$ cat config.mk
export PLATFORM = sky130hd
export DESIGN_NAME = order_tx_serializer_flat
export DESIGN_NICKNAME = d
export VERILOG_FILES = /design/src/rtl/order_tx_serializer_pkg.sv /design/src/rtl/order_tx_serializer_if.sv /design/src/rtl/order_tx_serializer_fifo.sv /design/src/rtl/order_tx_serializer.sv /design/src/flat_wrapper.sv
export SDC_FILE = /design/constraint.sdc
export NUM_CORES = 1
export LEC_CHECK = 0
export CAP_MARGIN = 15
export CORE_ASPECT_RATIO = 0.75
export CORE_MARGIN = 2
export CORE_UTILIZATION = 56
export CTS_BUF_LIST = sky130_fd_sc_hd__clkbuf_8 sky130_fd_sc_hd__clkbuf_16
export DETAILED_ROUTE_END_ITERATION = 8
export GPL_TIMING_DRIVEN = 0
export PLACE_DENSITY = 0.77
export SYNTH_ARGS = -nofsm -noshare
export SYNTH_HDL_FRONTEND = slang
export SYNTH_HIERARCHICAL = 1
export SYNTH_SLANG_ARGS = --single-unit
$ cat constraint.sdc
create_clock -name i_clk -period 35.9 [get_ports i_clk]
set_input_delay 7.18 -clock i_clk [delete_from_list [all_inputs] [get_ports i_clk]]
set_output_delay 7.18 -clock i_clk [all_outputs]
set_load 0.02 [all_outputs]
$ cat src/rtl/order_tx_serializer_pkg.sv
// Shared definitions for the order transmit serializer: message geometry,
// the add-order message type byte and the transmit FSM state encoding.
package order_tx_serializer_pkg;

  localparam int MSG_WORDS  = 9;
  localparam int PAIR_WORDS = 2 * MSG_WORDS;

  localparam logic [7:0] MSG_TYPE_ADD = 8'h41;

  localparam logic [3:0] LAST_IDX = 4'(MSG_WORDS - 1);

  localparam logic [1:0] ST_IDLE      = 2'd0;
  localparam logic [1:0] ST_SEND_BUY  = 2'd1;
  localparam logic [1:0] ST_SEND_SELL = 2'd2;

  typedef enum logic [1:0] {
    IDLE      = ST_IDLE,
    SEND_BUY  = ST_SEND_BUY,
    SEND_SELL = ST_SEND_SELL
  } state_e;

endpackage

$ cat src/rtl/order_tx_serializer_if.sv
// Output word stream of the serializer: data, valid, last and the
// downstream ready, named from the serializer's point of view.
interface order_tx_serializer_if #(parameter int REG_WIDTH = 32);

  logic [REG_WIDTH-1:0] o_tdata;
  logic                 o_tvalid;
  logic                 o_tlast;
  logic                 i_tready;

  modport master (output o_tdata, output o_tvalid, output o_tlast, input i_tready);
  modport slave  (input o_tdata, input o_tvalid, input o_tlast, output i_tready);

endinterface

$ cat src/rtl/order_tx_serializer_fifo.sv
// Frame-pair FIFO: each entry holds one buy message followed by one sell
// message. Pointers carry one extra wrap bit so full and empty differ.
module order_pair_fifo
  import order_tx_serializer_pkg::*;
#(
  parameter int REG_WIDTH = 32,
  parameter int DEPTH     = 2
) (
  input  logic                              i_clk,
  input  logic                              i_rst_n,
  input  logic                              i_push,
  input  logic [PAIR_WORDS*REG_WIDTH-1:0]   i_wdata,
  input  logic                              i_pop,
  output logic [PAIR_WORDS*REG_WIDTH-1:0]   o_rdata,
  output logic                              o_empty,
  output logic                              o_full,
  output logic [$clog2(DEPTH):0]            o_level
);

  localparam int AW    = $clog2(DEPTH);
  localparam int WIDTH = PAIR_WORDS * REG_WIDTH;

  logic [WIDTH-1:0] r_mem [DEPTH];
  logic [AW:0]      r_wr_ptr;
  logic [AW:0]      r_rd_ptr;

  // Storage is written on accepted pushes only; its contents need no reset.
  always_ff @(posedge i_clk) begin
    if (i_push) r_mem[r_wr_ptr[AW-1:0]] <= i_wdata;
  end

  // Pointers advance independently and wrap through the extra MSB.
  always_ff @(posedge i_clk or negedge i_rst_n) begin
    if (!i_rst_n) begin
      r_wr_ptr <= '0;
      r_rd_ptr <= '0;
    end else begin
      if (i_push) r_wr_ptr <= r_wr_ptr + (AW+1)'(1);
      if (i_pop)  r_rd_ptr <= r_rd_ptr + (AW+1)'(1);
    end
  end

  assign o_rdata = r_mem[r_rd_ptr[AW-1:0]];
  assign o_empty = (r_wr_ptr == r_rd_ptr);
  assign o_full  = (r_wr_ptr[AW] != r_rd_ptr[AW]) &&
                   (r_wr_ptr[AW-1:0] == r_rd_ptr[AW-1:0]);
  assign o_level = r_wr_ptr - r_rd_ptr;

endmodule

$ cat src/rtl/order_tx_serializer.sv
// Captures buy/sell add-order frame pairs and streams each pair as nine buy
// words followed by nine sell words, with o_tlast on the last word of each.
module order_tx_serializer
  import order_tx_serializer_pkg::*;
#(
  parameter int REG_WIDTH = 32,
  parameter int DEPTH     = 2
) (
  input  logic                 i_clk,
  input  logic                 i_rst_n,
  input  logic                 i_valid,
  input  logic [REG_WIDTH-1:0] i_reg_0_b, i_reg_1_b, i_reg_2_b,
  input  logic [REG_WIDTH-1:0] i_reg_3_b, i_reg_4_b, i_reg_5_b,
  input  logic [REG_WIDTH-1:0] i_reg_6_b, i_reg_7_b, i_reg_8_b,
  input  logic [REG_WIDTH-1:0] i_reg_0_s, i_reg_1_s, i_reg_2_s,
  input  logic [REG_WIDTH-1:0] i_reg_3_s, i_reg_4_s, i_reg_5_s,
  input  logic [REG_WIDTH-1:0] i_reg_6_s, i_reg_7_s, i_reg_8_s,
  order_tx_serializer_if.master io_tx,
  output logic                 o_busy,
  output logic [15:0]          o_drop_count
);

  localparam int AW = $clog2(DEPTH);

  state_e                          r_state;
  logic [3:0]                      r_idx;
  logic [15:0]                     r_drop_count;

  logic [PAIR_WORDS*REG_WIDTH-1:0] w_wdata;
  logic [PAIR_WORDS*REG_WIDTH-1:0] w_rdata;
  logic [REG_WIDTH-1:0]            w_words [PAIR_WORDS];
  logic [AW:0]                     w_level;
  logic                            w_empty, w_full;
  logic                            w_hs, w_pop, w_push, w_drop, w_more;
  logic [4:0]                      w_sel;

  // Buy words occupy word slots 0..8 and sell words slots 9..17.
  assign w_wdata = {i_reg_8_s, i_reg_7_s, i_reg_6_s, i_reg_5_s, i_reg_4_s,
                    i_reg_3_s, i_reg_2_s, i_reg_1_s, i_reg_0_s,
                    i_reg_8_b, i_reg_7_b, i_reg_6_b, i_reg_5_b, i_reg_4_b,
                    i_reg_3_b, i_reg_2_b, i_reg_1_b, i_reg_0_b};

  order_pair_fifo #(.REG_WIDTH(REG_WIDTH), .DEPTH(DEPTH)) u_fifo (
    .i_clk   (i_clk),
    .i_rst_n (i_rst_n),
    .i_push  (w_push),
    .i_wdata (w_wdata),
    .i_pop   (w_pop),
    .o_rdata (w_rdata),
    .o_empty (w_empty),
    .o_full  (w_full),
    .o_level (w_level)
  );

  // A pop on the final sell word frees its slot in time for a same-cycle push.
  assign w_hs   = io_tx.o_tvalid && io_tx.i_tready;
  assign w_pop  = (r_state == SEND_SELL) && w_hs && (r_idx == LAST_IDX);
  assign w_push = i_valid && (!w_full || w_pop);
  assign w_drop = i_valid && w_full && !w_pop;
  assign w_more = (w_level > (AW+1)'(1)) || w_push;

  // Split the head entry into individual stream words.
  always_comb begin
    for (int k = 0; k < PAIR_WORDS; k++) begin
      w_words[k] = w_rdata[k*REG_WIDTH +: REG_WIDTH];
    end
  end

  assign w_sel = (r_state == SEND_SELL) ? (5'(r_idx) + 5'(MSG_WORDS)) : 5'(r_idx);

  // Transmit FSM walks the head pair word by word, advancing only on handshake.
  always_ff @(posedge i_clk or negedge i_rst_n) begin
    if (!i_rst_n) begin
      r_state <= IDLE;
      r_idx   <= '0;
    end else begin
      case (r_state)
        IDLE: begin
          if (!w_empty) begin
            r_state <= SEND_BUY;
            r_idx   <= '0;
          end
        end
        SEND_BUY: begin
          if (w_hs) begin
            if (r_idx == LAST_IDX) begin
              r_state <= SEND_SELL;
              r_idx   <= '0;
            end else begin
              r_idx <= r_idx + 4'd1;
            end
          end
        end
        SEND_SELL: begin
          if (w_hs) begin
            if (r_idx == LAST_IDX) begin
              r_state <= w_more ? SEND_BUY : IDLE;
              r_idx   <= '0;
            end else begin
              r_idx <= r_idx + 4'd1;
            end
          end
        end
        default: begin
          r_state <= IDLE;
          r_idx   <= '0;
        end
      endcase
    end
  end

  // Count pairs refused because the buffer was full, saturating at all-ones.
  always_ff @(posedge i_clk or negedge i_rst_n) begin
    if (!i_rst_n) begin
      r_drop_count <= '0;
    end else if (w_drop && (r_drop_count != 16'hFFFF)) begin
      r_drop_count <= r_drop_count + 16'd1;
    end
  end

  assign io_tx.o_tvalid = (r_state != IDLE);
  assign io_tx.o_tlast  = (r_state != IDLE) && (r_idx == LAST_IDX);
  assign io_tx.o_tdata  = (r_state == IDLE) ? '0 : w_words[w_sel];
  assign o_busy         = !w_empty || (r_state != IDLE);
  assign o_drop_count   = r_drop_count;

endmodule

$ cat src/flat_wrapper.sv
// flat-port wrapper written by rule: the top's interface ports become plain ports
module order_tx_serializer_flat import order_tx_serializer_pkg::*;
#(
  parameter int REG_WIDTH = 32,
  parameter int DEPTH     = 2
)
  (i_clk, i_rst_n, i_valid, i_reg_0_b, i_reg_1_b, i_reg_2_b, i_reg_3_b, i_reg_4_b, i_reg_5_b, i_reg_6_b, i_reg_7_b, i_reg_8_b, i_reg_0_s, i_reg_1_s, i_reg_2_s, i_reg_3_s, i_reg_4_s, i_reg_5_s, i_reg_6_s, i_reg_7_s, i_reg_8_s, o_busy, o_drop_count, io_tx_o_tdata, io_tx_o_tvalid, io_tx_o_tlast, io_tx_i_tready);
  order_tx_serializer_if #(.REG_WIDTH(REG_WIDTH)) io_tx_i ();
  input  logic i_clk;
  input  logic i_rst_n;
  input  logic i_valid;
  input  logic [REG_WIDTH-1:0] i_reg_0_b;
  input  logic [REG_WIDTH-1:0] i_reg_1_b;
  input  logic [REG_WIDTH-1:0] i_reg_2_b;
  input  logic [REG_WIDTH-1:0] i_reg_3_b;
  input  logic [REG_WIDTH-1:0] i_reg_4_b;
  input  logic [REG_WIDTH-1:0] i_reg_5_b;
  input  logic [REG_WIDTH-1:0] i_reg_6_b;
  input  logic [REG_WIDTH-1:0] i_reg_7_b;
  input  logic [REG_WIDTH-1:0] i_reg_8_b;
  input  logic [REG_WIDTH-1:0] i_reg_0_s;
  input  logic [REG_WIDTH-1:0] i_reg_1_s;
  input  logic [REG_WIDTH-1:0] i_reg_2_s;
  input  logic [REG_WIDTH-1:0] i_reg_3_s;
  input  logic [REG_WIDTH-1:0] i_reg_4_s;
  input  logic [REG_WIDTH-1:0] i_reg_5_s;
  input  logic [REG_WIDTH-1:0] i_reg_6_s;
  input  logic [REG_WIDTH-1:0] i_reg_7_s;
  input  logic [REG_WIDTH-1:0] i_reg_8_s;
  output logic o_busy;
  output logic [15:0] o_drop_count;
  output wire logic [$bits(io_tx_i.o_tdata)-1:0] io_tx_o_tdata;
  output wire logic [$bits(io_tx_i.o_tvalid)-1:0] io_tx_o_tvalid;
  output wire logic [$bits(io_tx_i.o_tlast)-1:0] io_tx_o_tlast;
  input wire logic [$bits(io_tx_i.i_tready)-1:0] io_tx_i_tready;
  assign io_tx_o_tdata = io_tx_i.o_tdata;
  assign io_tx_o_tvalid = io_tx_i.o_tvalid;
  assign io_tx_o_tlast = io_tx_i.o_tlast;
  assign io_tx_i.i_tready = io_tx_i_tready;
  order_tx_serializer #(.REG_WIDTH(REG_WIDTH), .DEPTH(DEPTH)) u_core (.i_clk(i_clk), .i_rst_n(i_rst_n), .i_valid(i_valid), .i_reg_0_b(i_reg_0_b), .i_reg_1_b(i_reg_1_b), .i_reg_2_b(i_reg_2_b), .i_reg_3_b(i_reg_3_b), .i_reg_4_b(i_reg_4_b), .i_reg_5_b(i_reg_5_b), .i_reg_6_b(i_reg_6_b), .i_reg_7_b(i_reg_7_b), .i_reg_8_b(i_reg_8_b), .i_reg_0_s(i_reg_0_s), .i_reg_1_s(i_reg_1_s), .i_reg_2_s(i_reg_2_s), .i_reg_3_s(i_reg_3_s), .i_reg_4_s(i_reg_4_s), .i_reg_5_s(i_reg_5_s), .i_reg_6_s(i_reg_6_s), .i_reg_7_s(i_reg_7_s), .i_reg_8_s(i_reg_8_s), .io_tx(io_tx_i), .o_busy(o_busy), .o_drop_count(o_drop_count));
endmodule
==> impl_metrics.prom, run 1 <==
# TYPE chip_impl_metric gauge
chip_impl_metric{name="clock_latency",unit="ps"} 690
chip_impl_metric{name="yosys_warn_count",unit=""} 6
chip_impl_metric{name="cts-resized-gates",unit=""} 0
chip_impl_metric{name="fmax",unit="MHz"} 82.7
chip_impl_metric{name="postSynth.asyncResetShare",unit="%"} 2.21
chip_impl_metric{name="final.hold.worst_slack",unit="ps"} 491
chip_impl_metric{name="grt_start_max_net_pins",unit=""} 67
chip_impl_metric{name="maxSlewHeadroom",unit="%"} 23.8
chip_impl_metric{name="netlist.area_leader.share",unit="%"} 69.3
chip_impl_metric{name="totalPowerFinal",unit="mW"} 4.40
chip_impl_metric{name="cts_num_sinks",unit=""} 1178
chip_impl_metric{name="place.gp.congestion",unit=""} 0.897
chip_impl_info{name="criticalPathCategory",value="flop to output pin"} 1
chip_impl_metric{name="timing_max_transition_violations_final",unit=""} 0
chip_impl_info{name="critPathCaptureType",value="output pin"} 1
chip_impl_metric{name="mean_area_per_synthesized_cell",unit="sq um"} 21.2
chip_impl_metric{name="timing.critical_path.required",unit="ps"} 28720
chip_impl_metric{name="tritoncts.num_buffers",unit=""} 111
chip_impl_metric{name="edff_count_synth",unit=""} 1152
chip_impl_metric{name="yosysSeqAreaShare",unit="%"} 70.6
chip_impl_metric{name="fin_clk_skew",unit="ps"} 30.7
chip_impl_metric{name="static-leakage-power",unit="nW"} 21.7
chip_impl_metric{name="drc",unit=""} 0
chip_impl_metric{name="groute.usage.overall",unit="%"} 30.2
chip_impl_metric{name="io_pins",unit=""} 631
chip_impl_metric{name="number_of_vias_after_detailed_routing",unit=""} 26300
chip_impl_metric{name="synth_fp_nets",unit=""} 2939
chip_impl_metric{name="detailedRoute.firstIterationViolations",unit=""} 2851
chip_impl_metric{name="gr_overflow_total",unit=""} 0
chip_impl_info{name="yosys.area.top_type",value="sky130_fd_sc_hd__edfxtp_1"} 1
chip_impl_metric{name="worst_ep_arrival_time",unit="ps"} 4910
chip_impl_metric{name="share_of_cells_above_drive_strength_1",unit="%"} 31.6
chip_impl_metric{name="final_area",unit="sq um"} 62000
chip_impl_metric{name="ant_nets",unit=""} 0
chip_impl_metric{name="post-dp-hpwl",unit="mm"} 103
chip_impl_metric{name="detail_route.first_pass.iterations",unit=""} 6
chip_impl_metric{name="filler_cell_count",unit=""} 5394
chip_impl_metric{name="h_tree_lvls",unit=""} 3
chip_impl_metric{name="synthesis.instances",unit=""} 2351
chip_impl_metric{name="ctsHoldBuffers",unit=""} 0
chip_impl_metric{name="floorplan.initialDensity",unit="%"} 56.7
chip_impl_metric{name="powerDensity",unit="nW/um^2"} 71.0
chip_impl_metric{name="worst_pin_slew",unit="ps"} 1140
chip_impl_metric{name="grt_first_pass_wirelength",unit="mm"} 193
chip_impl_info{name="grt_setup_unrepaired",value="false"} 1
chip_impl_metric{name="areaGrowthSynthToFinish",unit="%"} 24.2
chip_impl_metric{name="wl_per_cell",unit="um"} 31.9
chip_impl_metric{name="die_x",unit="um"} 349
chip_impl_metric{name="antenna_found_initial",unit=""} 58
chip_impl_metric{name="vias_per_cell",unit=""} 5.95
chip_impl_info{name="startpoint_type",value="flop"} 1
chip_impl_metric{name="syn-cell-area",unit="sq um"} 49900
chip_impl_metric{name="fp.dieArea",unit="sq um"} 91500
chip_impl_metric{name="netlist-cell-type-count",unit=""} 55
chip_impl_metric{name="port_buffers",unit=""} 630
chip_impl_info{name="ys.flop_type",value="sky130_fd_sc_hd__edfxtp_1"} 1
chip_impl_metric{name="yosys_register_bits",unit=""} 1178
chip_impl_info{name="yosys.cell_count.top_type",value="sky130_fd_sc_hd__edfxtp_1"} 1
chip_impl_info{name="synth_area_leaders",value="sky130_fd_sc_hd__edfxtp_1, sky130_fd_sc_hd__mux2_4, sky130_fd_sc_hd__mux4_2, sky130_fd_sc_hd__mux2_2, sky130_fd_sc_hd__dfrtp_1"} 1
chip_impl_info{name="result_of_the_run",value="complete, no violations"} 1
chip_impl_metric{name="irDropWorstVdd",unit="V"} 0.0000471
chip_impl_metric{name="grt_pass1_vias",unit=""} 27000
chip_impl_metric{name="final_min_period_over_clock_period",unit="%"} 33.7
chip_impl_metric{name="rows",unit=""} 94
chip_impl_metric{name="coreArea",unit="sq um"} 88000
chip_impl_metric{name="area_after_detailed_placement",unit="sq um"} 58300
chip_impl_info{name="cts_tree",value="yes"} 1
chip_impl_metric{name="setup_violators_final",unit=""} 0
chip_impl_metric{name="clock_tree.buffer_depth",unit=""} 3
chip_impl_metric{name="max_cap_violations",unit=""} 0
chip_impl_metric{name="reg2reg_slack",unit="ps"} 31350
chip_impl_metric{name="layout.nets",unit=""} 3711
chip_impl_metric{name="clk_pin_slew",unit="ps"} 60
chip_impl_info{name="ctsRootBufferMaster",value="sky130_fd_sc_hd__clkbuf_16"} 1
chip_impl_info{name="hp-class",value="flop to flop"} 1
chip_impl_metric{name="floorplan.die.height",unit="um"} 263
chip_impl_metric{name="wl",unit="mm"} 141
chip_impl_metric{name="timing_hold_violations_final",unit=""} 0
chip_impl_metric{name="period_minus_slack",unit="ps"} 12090
chip_impl_metric{name="critPathMaxFanout",unit=""} 10
chip_impl_metric{name="cts_post_setup_buffers_inserted",unit=""} 0
chip_impl_info{name="netlist_top_cells_count",value="sky130_fd_sc_hd__edfxtp_1, sky130_fd_sc_hd__mux2_4, sky130_fd_sc_hd__mux4_2"} 1
-- report_power, final --
part | leakage, nW | internal [mW] | total [mW] | switching [mW]
registers | 11.1 | 1.87 | 1.95 | 0.0771
clock network | 1.85 | 0.645 | 1.15 | 0.508
logic | 8.78 | 0.543 | 1.30 | 0.759
-- area by class of cell --
class	instances	area, sq um	area share (%)
Buffer	121	1060	1.72
Multi-Input combinational cell	1040	13600	21.9
Sequential cell	1178	35200	56.9
Antenna cell	41	103	0.166
Inverter	12	45.0	0.0727
Clock inverter	94	753	1.22
Clock buffer	112	2800	4.52
Tap cell	1152	1440	2.33
Timing Repair Buffer	659	6960	11.2
-- path summary, 6_finish.rpt --
kind,start,cells after the start,end
worst min register to register,u_core/o_drop_count[5],1,u_core/o_drop_count[5]
worst max-delay path,u_core/r_idx[1],10,io_tx_o_tdata[25]
worst min-delay path,u_core/o_drop_count[5],1,u_core/o_drop_count[5]
worst max register to register,u_core/r_state[0],13,u_core/u_fifo/r_mem[1][155]
min in group asynchronous,i_rst_n,1,u_core/o_drop_count[12]
max in group asynchronous,i_rst_n,1,u_core/o_drop_count[5]
-- sequential cells by signal, summed over array words and instances (netlist names) --
name / cells
u_core/o_drop_count: 16
u_core/r_state: 2
u_core/u_fifo/r_mem: 1152
u_core/r_idx: 4
u_core/u_fifo/r_rd_ptr: 2
u_core/u_fifo/r_wr_ptr: 2
-- logic make-up after synthesis --
group | share of synthesized area (%)
buf+inv | 2.22
fa+ha+maj | 0.201
flops | 70.6
mux | 23.3
compound gates | 1.65
simple gates | 1.54
xor+xnor | 0.474
-- metal layers --
metal	GRT usage, %	wire length, um
met4	10.4	3980
met5	0	234
met3	9.90	14800
met1	41.1	56100
met2	46.1	65600
-- worst max-delay path, cell delays in order (launching register included) --
cell                              delay, ps
sky130_fd_sc_hd__dfrtp_1                340
sky130_fd_sc_hd__buf_2                  240
sky130_fd_sc_hd__inv_1                   90
sky130_fd_sc_hd__ha_1                   370
sky130_fd_sc_hd__mux2i_4                390
sky130_fd_sc_hd__buf_4                  360
sky130_fd_sc_hd__buf_2                  530
sky130_fd_sc_hd__mux4_2                 460
sky130_fd_sc_hd__o221ai_1               320
sky130_fd_sc_hd__a211oi_2               340
sky130_fd_sc_hd__clkdlybuf4s50_1        730
-- placed cells by master (no fill, tap or decap), types with 32 or more instances in the layout --
cell,instances
sky130_fd_sc_hd__mux2_2,82
sky130_fd_sc_hd__buf_2,32
sky130_fd_sc_hd__diode_2,41
sky130_fd_sc_hd__mux2i_1,42
sky130_fd_sc_hd__buf_6,46
sky130_fd_sc_hd__nand2_1,76
sky130_fd_sc_hd__inv_1,42
sky130_fd_sc_hd__mux2_4,500
sky130_fd_sc_hd__nand3_1,33
sky130_fd_sc_hd__clkdlybuf4s50_1,629
sky130_fd_sc_hd__edfxtp_1,1152
sky130_fd_sc_hd__clkbuf_16,112
sky130_fd_sc_hd__mux4_2,122
-- metrics by stage --
stage	instances	setup TNS (ps)	utilization, %	setup slack, ps
floorplan	2351	0	-	1510
global placement	4133	-6735190	65.5	-11770
detailed placement	4162	0	66.3	24490
CTS	4368	0	70.3	23710
global route	4399	0	70.4	23660
finish	4409	0	70.4	23810
(Power assumes the default switching activity.)
==> run 2: changes to the inputs <==
- CORE_UTILIZATION: 56 -> 50
- PLACE_DENSITY: 0.77 -> 0.72
- clock period: 35.9 -> 10.4 ns (I/O delays scaled with it)
==> impl_metrics.prom, run 2 (synthesis results as in run 1) <==
# TYPE chip_impl_metric gauge
chip_impl_metric{name="crit_path_max_incr_delay",unit="ps"} 880
chip_impl_info{name="reg2reg_start",value="u_core/r_state[0]"} 1
chip_impl_metric{name="clock_latency",unit="ps"} 730
chip_impl_metric{name="fmax",unit="MHz"} 140
chip_impl_metric{name="place.gp.congestion",unit=""} 0.879
chip_impl_metric{name="largest_register_ffs",unit=""} 1152
chip_impl_info{name="crit_path_start",value="u_core/r_state[0]"} 1
chip_impl_metric{name="totalPowerFinal",unit="mW"} 15.2
chip_impl_metric{name="worst_pin_slew",unit="ps"} 1230
chip_impl_metric{name="post-dp-hpwl",unit="mm"} 106
chip_impl_metric{name="max_cap_violations",unit=""} 0
chip_impl_metric{name="floorplan.initialDensity",unit="%"} 50.4
chip_impl_metric{name="instances_no_fill",unit=""} 4564
chip_impl_metric{name="ctsHoldBuffers",unit=""} 0
chip_impl_metric{name="wl_met1",unit="mm"} 60.7
chip_impl_metric{name="share_of_cells_above_drive_strength_1",unit="%"} 31.7
chip_impl_metric{name="worst_r2r_path_depth",unit=""} 13
chip_impl_metric{name="clk_pin_slew",unit="ps"} 60
chip_impl_metric{name="number_of_vias_after_detailed_routing",unit=""} 26200
chip_impl_info{name="critPathMostFrequentCell",value="sky130_fd_sc_hd__buf_4"} 1
chip_impl_metric{name="timing.critical_path.depth",unit=""} 11
chip_impl_metric{name="drc",unit=""} 0
chip_impl_info{name="final_common_cell",value="sky130_fd_sc_hd__edfxtp_1"} 1
chip_impl_metric{name="final.hold.worst_slack",unit="ps"} 490
chip_impl_metric{name="period_minus_slack",unit="ps"} 7150
chip_impl_metric{name="detailroute.wirelength.met3",unit="mm"} 12.8
chip_impl_metric{name="fin_clk_skew",unit="ps"} 29.0
chip_impl_metric{name="cts-resized-gates",unit=""} 0
chip_impl_info{name="startpoint_type",value="flop"} 1
chip_impl_metric{name="groute.usage.overall",unit="%"} 27.7
chip_impl_metric{name="cts_post_setup_buffers_inserted",unit=""} 0
chip_impl_metric{name="fp.dieArea",unit="sq um"} 102000
chip_impl_metric{name="wl",unit="mm"} 144
chip_impl_metric{name="cts_num_sinks",unit=""} 1178
chip_impl_metric{name="antenna_found_initial",unit=""} 42
chip_impl_metric{name="met2_wirelength",unit="mm"} 67.2
chip_impl_metric{name="final_min_period_over_clock_period",unit="%"} 68.8
chip_impl_metric{name="timing_hold_violations_final",unit=""} 0
chip_impl_metric{name="setup_slack",unit="ps"} 3250
chip_impl_info{name="critPathCaptureType",value="output pin"} 1
chip_impl_metric{name="timing_max_transition_violations_final",unit=""} 0
chip_impl_metric{name="rows",unit=""} 100
chip_impl_metric{name="static-leakage-power",unit="nW"} 21.7
chip_impl_info{name="ctsRootBufferMaster",value="sky130_fd_sc_hd__clkbuf_16"} 1
chip_impl_metric{name="reg2reg_slack",unit="ps"} 6280
chip_impl_metric{name="setup_violators_final",unit=""} 0
chip_impl_info{name="mostFrequentLayoutCells",value="sky130_fd_sc_hd__edfxtp_1, sky130_fd_sc_hd__clkdlybuf4s50_1, sky130_fd_sc_hd__mux2_4, sky130_fd_sc_hd__mux4_2, sky130_fd_sc_hd__clkbuf_16"} 1
chip_impl_metric{name="clock_tree.buffer_depth",unit=""} 3
chip_impl_metric{name="floorplan.die.height",unit="um"} 278
chip_impl_metric{name="maxSlewHeadroom",unit="%"} 17.3
chip_impl_metric{name="grt_start_max_net_pins",unit=""} 66
chip_impl_info{name="cpLargestDelayFamily",value="buffers and inverters"} 1
chip_impl_metric{name="place_inst",unit=""} 4338
chip_impl_info{name="reg2reg_to",value="u_core/u_fifo/r_mem[1][247]"} 1
chip_impl_info{name="crit_chain",value="inv_1 > ha_1 > buf_6 > xnor2_1 > buf_4 > buf_2 > buf_4 > mux2i_1 > o21ai_0 > o2111a_1 > clkdlybuf4s50_1"} 1
chip_impl_metric{name="grt_pass1_vias",unit=""} 26900
chip_impl_metric{name="wl_per_cell",unit="um"} 31.5
chip_impl_info{name="crit_path_end",value="io_tx_o_tdata[5]"} 1
chip_impl_info{name="critical-path-slowest-cell",value="sky130_fd_sc_hd__o21ai_0"} 1
chip_impl_metric{name="powerDensity",unit="nW/um^2"} 245
chip_impl_metric{name="gr_overflow_total",unit=""} 0
chip_impl_info{name="result_of_the_run",value="complete, no violations"} 1
chip_impl_metric{name="grt_first_pass_wirelength",unit="mm"} 197
chip_impl_metric{name="critPathMaxFanout",unit=""} 10
chip_impl_info{name="cts_tree",value="yes"} 1
chip_impl_info{name="grt_setup_unrepaired",value="false"} 1
chip_impl_metric{name="io_pins",unit=""} 631
chip_impl_metric{name="tritoncts.num_buffers",unit=""} 112
chip_impl_metric{name="worst_ep_arrival_time",unit="ps"} 5070
chip_impl_metric{name="ant_nets",unit=""} 0
chip_impl_metric{name="layout.nets",unit=""} 3714
chip_impl_metric{name="detailedRoute.firstIterationViolations",unit=""} 3209
chip_impl_metric{name="irDropWorstVdd",unit="V"} 0.000157
chip_impl_info{name="criticalPathCategory",value="flop to output pin"} 1
chip_impl_metric{name="die_x",unit="um"} 369
chip_impl_info{name="hp-class",value="flop to flop"} 1
chip_impl_metric{name="areaGrowthSynthToFinish",unit="%"} 24.6
chip_impl_info{name="topRoutingLayerUsed",value="met5"} 1
chip_impl_metric{name="timing.critical_path.required",unit="ps"} 8320
chip_impl_metric{name="port_buffers",unit=""} 630
chip_impl_metric{name="dp_worst_setup_slack",unit="ps"} 3820
chip_impl_metric{name="detail_route.first_pass.iterations",unit=""} 6
chip_impl_metric{name="critical_path_buf_inv_count",unit=""} 6
chip_impl_metric{name="vias_per_cell",unit=""} 5.74
chip_impl_metric{name="coreArea",unit="sq um"} 99100
chip_impl_metric{name="h_tree_lvls",unit=""} 3
[run 2: final cells by class]
cell class,instances,area (sq um)
sequential,1178,35200
timing repair buffer,661,7010
fill,6835,36900
multi-input combinational,1040,13600
buffer,121,1060
tap,1326,1660
clock inverter,89,672
clock buffer,115,2840
antenna,22,55.1
inverter,12,45.0
[run 2: report_power, final]
| group | internal [mW] | total, mW | switching, mW |
|---|---|---|---|
| Combinational | 1.89 | 4.56 | 2.67 |
| Clock | 2.20 | 3.94 | 1.74 |
| Sequential | 6.45 | 6.71 | 0.260 |
[run 2: how the worst min path moves through the flow]
stage                                end                       from  depth (start not counted)  slack, ps
6_report          u_core/o_drop_count[5]     u_core/o_drop_count[5]                          1        490
5_1_grt        u_core/u_fifo/r_wr_ptr[1]  u_core/u_fifo/r_wr_ptr[1]                          1        510
4_1_cts        u_core/u_fifo/r_wr_ptr[1]  u_core/u_fifo/r_wr_ptr[1]                          1        490
3_5_place_dp   u_core/u_fifo/r_wr_ptr[1]  u_core/u_fifo/r_wr_ptr[1]                          1        480
3_3_place_gp      u_core/o_drop_count[5]     u_core/o_drop_count[5]                          1        470
2_1_floorplan  u_core/u_fifo/r_wr_ptr[1]  u_core/u_fifo/r_wr_ptr[1]                          1        460
[run 2: through the flow]
stage	TNS, ps	cell area, sq um	util, %
5_1_grt	0	62100	62.7
6_report	0	62200	62.7
3_3_place_gp	-5506230	57900	58.4
2_1_floorplan	-642370	49900	-
3_5_place_dp	0	58600	59.1
4_1_cts	0	62100	62.7
[run 2: per-layer routing]
metal	up-vias	track usage (%)
li1	11100	-
met1	13500	40.1
met2	1316	42.9
met3	195	6.16
met4	24	6.97
met5	-	0
